===== src/rtl/reg_file_wb.sv =====
// Write-back register file: one decoded write port, two combinational read ports, r0 fixed at 0.
// Define RF_WB_BYPASS_EN to forward the in-flight WB write data onto matching read ports.
module reg_file_wb #(
  parameter int unsigned DATA_WIDTH = 32,
  parameter int unsigned ADDR_WIDTH = 5
) (
  input  logic                  clk,
  input  logic                  rst,
  input  logic                  reg_write,
  input  logic [ADDR_WIDTH-1:0] write_reg,
  input  logic [DATA_WIDTH-1:0] write_data,
  input  logic [ADDR_WIDTH-1:0] read_reg1,
  input  logic [ADDR_WIDTH-1:0] read_reg2,
  output logic [DATA_WIDTH-1:0] read_data1,
  output logic [DATA_WIDTH-1:0] read_data2
);

  localparam int unsigned NumRegs = 2 ** ADDR_WIDTH;

  logic [DATA_WIDTH-1:0] r_regs [NumRegs];
  logic                  w_wr_en;
  logic [DATA_WIDTH-1:0] w_rd1;
  logic [DATA_WIDTH-1:0] w_rd2;

  assign w_wr_en = reg_write && (write_reg != '0);

  always_ff @(posedge clk or posedge rst) begin
    if (rst) begin
      for (int i = 0; i < NumRegs; i++) begin
        r_regs[i] <= '0;
      end
    end else if (w_wr_en) begin
      r_regs[write_reg] <= write_data;
    end
  end

  always_comb begin
    w_rd1 = (read_reg1 == '0) ? '0 : r_regs[read_reg1];
    w_rd2 = (read_reg2 == '0) ? '0 : r_regs[read_reg2];
`ifdef RF_WB_BYPASS_EN
    // Forward only outside reset so an asserted rst still reads as zero.
    if (!rst && w_wr_en && (read_reg1 == write_reg)) begin
      w_rd1 = write_data;
    end
    if (!rst && w_wr_en && (read_reg2 == write_reg)) begin
      w_rd2 = write_data;
    end
`endif
  end

  assign read_data1 = w_rd1;
  assign read_data2 = w_rd2;

endmodule


===== config.mk =====
export PLATFORM = sky130hd
export DESIGN_NAME = reg_file_wb
export DESIGN_NICKNAME = d
export VERILOG_FILES = /design/src/rtl/reg_file_wb.sv
export SDC_FILE = /design/constraint.sdc
export NUM_CORES = 2
export LEC_CHECK = 0
export BUFFER_PORTS_ARGS = -buffer_cell sky130_fd_sc_hd__buf_2
export CAP_MARGIN = 20
export CORE_ASPECT_RATIO = 2
export CORE_UTILIZATION = 55
export DETAILED_ROUTE_END_ITERATION = 8
export PLACE_DENSITY = 0.74
export SLEW_MARGIN = 20
export SYNTH_ARGS = -nofsm -noshare
export SYNTH_HDL_FRONTEND = slang
export SYNTH_SLANG_ARGS = --single-unit

===== constraint.sdc =====
create_clock -name clk -period 35.6 [get_ports clk]
set_clock_uncertainty 0.05 [all_clocks]
set_input_delay 7.12 -clock clk [delete_from_list [all_inputs] [get_ports clk]]
set_output_delay 7.12 -clock clk [all_outputs]
set_load 0.02 [all_outputs]

# After elaboration in Yosys (flattened, before gate mapping)
# Index checks and enable logic that the tools add are counted.
classes:
  magnitude_cmp: 4
  mux: 11
  n_bitwise: 3
  n_reduce_logical: 5
ops:
  columns: ["cell", "n"]
  rows:
  - ["1024-bit bitwise mux", 1]
  - ["32-bit binary-select mux with 5-bit select", 2]
  - ["32-bit 2-to-1 mux", 7]
  - ["32-bit demux with 5-bit select", 1]
  - ["6-bit >= comparator (second input constant)", 3]
  - ["5-bit inverter with 6-bit output", 3]
  - ["5-bit zero test", 2]
  - ["6-bit by 1-bit < comparator with 1-bit output (second input constant)", 1]
  - ["5-bit nonzero test", 1]
  - ["1-bit logical AND", 2]
word_totals:
  ff_bits: 1024
  inputBits: 50
  out_inout_bits: 64
  wordCells: 55

# Longest topological paths before layout
depth:
  depth_word: 6
  mapped_depth: 9
  ltp_nobuf: 4

# Worst setup path before layout
# No wires, ideal clock.
synth_timing:
  path_type: "in2out"
  startpoint: "in read_reg1[2]"
  endpoint: "out read_data1[13]"
  arrival_time_ns: 9.144
  required_time_ns: 28.430
  setup_slack_ns: 19.286
  cell_stages: 7
  path_buffers: 3
  cell_sequence: "buf_4 buf_4 buf_4 mux4_2 mux2i_1 o211a_1 a2111oi_0"
synth_via:
  elab_chain_cells: 5
  word_cells_on_any_way: 6
  classes_between: "mux: 4; bitwise: 1; reduce/logical: 1"
synth_lines:
  columns: ["item", "line_no", "source"]
  rows:
  - ["start: declaration", "12", "input logic [ADDR_WIDTH-1:0] read_reg1,"]
  - ["5-bit inverter with 6-bit output (not written as such)", "38", "w_rd1 = (read_reg1 == '0) ? '0 : r_regs[read_reg1];"]
  - ["32-bit binary-select mux with 5-bit select", "38", null]
  - ["32-bit 2-to-1 mux (not written as such) (2 in series)", "38", null]
  - ["32-bit 2-to-1 mux (*)", "38", null]
  - ["end: declaration", "14", "output logic [DATA_WIDTH-1:0] read_data1,"]
# Every way passes the cells marked *; elsewhere a longest branch is shown, timed or not. The select of a mux whose other input is x is not followed.

# Worst setup path in the final report
layout_timing:
  startpoint: "in read_reg1[0]"
  endpoint: "out read_data1[18]"
# Same word-level chain as after synthesis.

==> results_dict.tcl <==
set metrics [dict create \
    worst_setup_path_start_kind "primary input" \
    synth_top_area_share_pct 46.9 \
    port_buffers 113 \
    ioPinCount 114 \
    ctsResizeCount 0 \
    die_y_um 448 \
    use_met3_pct 8.75 \
    drt_iter0_drc 3989 \
    largest_reg_flops 1024 \
    cp.arrival_ns 11.26 \
    crit_fanout 81 \
    gp_congestion 0.861 \
    initial_core_util_pct 55.5 \
    hold_buffers 0 \
    drive_gt1_share_pct 50.7 \
    ys_top_cells_by_area "dfrtp_1 47%, mux2_2 21%, mux4_2 16%" \
    ys_warn_count 0 \
    finalMaxSlewViolations 0 \
    fillCellCount 7531 \
    dp_hpwl_um 103000 \
    cap_viol_max_count 0 \
    final_cells 4950 \
    slew_headroom_pct 20.4 \
    grt_util_met2_pct 57.5 \
    setup_slack_ns 17.17 \
    period_minus_slack_ns 18.43 \
    wl_per_cell_um 36.2 \
    cts_tree "built" \
    max_freq_ghz 0.0543 \
    tns_ns 0 \
    clock_path_buffers 3 \
    reg.largest.list "r_regs (1024)" \
    htree_num_levels 3 \
    grt_max_degree 180 \
    timing.hold.ws_ns 0.353 \
    worstSetupPathType "primary input to primary output" \
    syn_inst 3683 \
    synth-edff-count 0 \
    cp.required_ns 28.43 \
    post-cts-setup-buffers 0 \
    nNetsFinal 3601 \
    period_share_pct 51.8 \
    rsz0062_at_grt "false" \
    area_growth_pct 8.02 \
    clock_latency_ns 0.71 \
    pre_cts_ws_ns 17.15 \
    antenna_found_initial 24 \
    die_area_mm2 0.101 \
    synth_area_leader_cell "dfrtp_1" \
    async_reset_ff_share_pct 100 \
    viasPerCell 7.30 \
    hold_path.class "flop to flop" \
    p_per_area_mw_per_mm2 57.0 \
    crit_path_end_kind "primary output" \
    grt-busiest-layer "met2" \
    die_w_um 225 \
    coreArea_mm2 0.0985 \
    grt_use_total_pct 36.3 \
    vias 36127 \
    hold_viol 0 \
    wl_um 179000 \
    clkTransAtPathRegs_ns 0.06 \
    ys_seq_area_share_pct 46.9 \
    place_inst 4776 \
    syn_area_mm2 0.0547 \
    irDropWorstVdd_mv 0.0453 \
    status "finished clean" \
    met1_usage_pct 45.0 \
    grt_pass1_wl_um 261000 \
    grt_overflow 0 \
    ant_nets 0 \
    p_leak_uw 0.0258 \
    worst_pin_slew_ns 1.18 \
    post_synth_num_cell_types 47 \
    final_cell_mix "1036 x mux2_2, 1024 x dfrtp_1, 396 x mux4_2" \
    cts_buffers 93 \
    cts-root-buf "clkbuf_16" \
    synth_flop_cell "dfrtp_1" \
    syn_area_per_cell_um2 14.8 \
    setup_viol 0 \
    cts.sinks 1024 \
    rows 163 \
    drtPass1Iterations 6 \
    final_common_cell "mux2_2" \
    grt_pass1_vias 37423 \
    synth_nets 3733 \
    ys_ff_latch 1024 \
    top_register "r_regs" \
    drc 0 \
]
synthesized netlist by cell type, drive strengths merged, types with 21 or more instances:
cell        n
clkbuf    232
mux2i     269
a2111oi    32
a21oi      42
a22o       43
a211oi     37
nor3       35
nand2      39
o221ai     22
dfrtp    1024
o22ai      41
nor2       21
mux4      399
a22oi      76
mux2     1036
buf       193
nor2b      40
cell families after synthesis:
logic type / after synthesis / synth area share [%]
mux: 1704 / 42.7
compound gates: 325 / 4.45
flops: 1024 / 46.9
simple gates: 202 / 2.01
buf+inv: 428 / 3.98
where the power goes:
part / switching, µW / internal [µW] / total (µW)
Combinational: 294 / 400 / 694
Sequential: 180 / 1380 / 1570
Clock: 468 / 641 / 1110
final timing paths:
check                                    startpoint                       end  slack (ns)  cells past startpoint
max reg2reg                 r_regs[821]$_DFFE_PP0P_   r_regs[821]$_DFFE_PP0P_       34.71                      1
min in group asynchronous                       rst   r_regs[225]$_DFFE_PP0P_        6.44                      2
max                                    read_reg1[0]            read_data1[18]       17.17                      8
max in group asynchronous                       rst   r_regs[415]$_DFFE_PP0P_       24.46                      7
min                        r_regs[1023]$_DFFE_PP0P_  r_regs[1023]$_DFFE_PP0P_        0.35                      0
min reg2reg                r_regs[1023]$_DFFE_PP0P_  r_regs[1023]$_DFFE_PP0P_        0.35                      0
critical path: stages:
cell       delay [ns]
buf_8            0.59
buf_4            0.73
buf_4            0.71
mux4_2           0.59
a22o_1           0.25
a2111oi_0        0.56
nor3_1           0.21
buf_2            0.23
cell type report:
| class | instances | area (µm²) | area share [%] |
|---|---|---|---|
| clock inverter | 41 | 623 | 1.05 |
| inverter | 3 | 15.0 | 0.0254 |
| antenna | 4 | 10.0 | 0.0169 |
| tap | 1320 | 1650 | 2.80 |
| multi-input combinational | 2231 | 27200 | 46.0 |
| clock buffer | 129 | 2710 | 4.58 |
| timing repair buffer | 198 | 1290 | 2.19 |
| sequential | 1024 | 25600 | 43.4 |
per-stage QoR:
step | total power, µW | util [%] | area [µm²]
5_1_grt | 3480 | 60.0 | 59100
3_5_place_dp | 2270 | 56.6 | 55700
2_1_floorplan | 2070 | - | 54700
3_3_place_gp | 2240 | 56.6 | 55700
4_1_cts | 3370 | 60.0 | 59100
6_report | 3370 | 60.0 | 59100
routing by layer:
layer,routed length [µm],vias up,part of all wire (%)
met5,160,-,0.089
met4,12700,24,7.1
met3,17400,681,9.7
met2,84800,2179,47
met1,64000,19314,36
li1,-,13929,-
No activity file was read; power rests on OpenSTA's default activity.
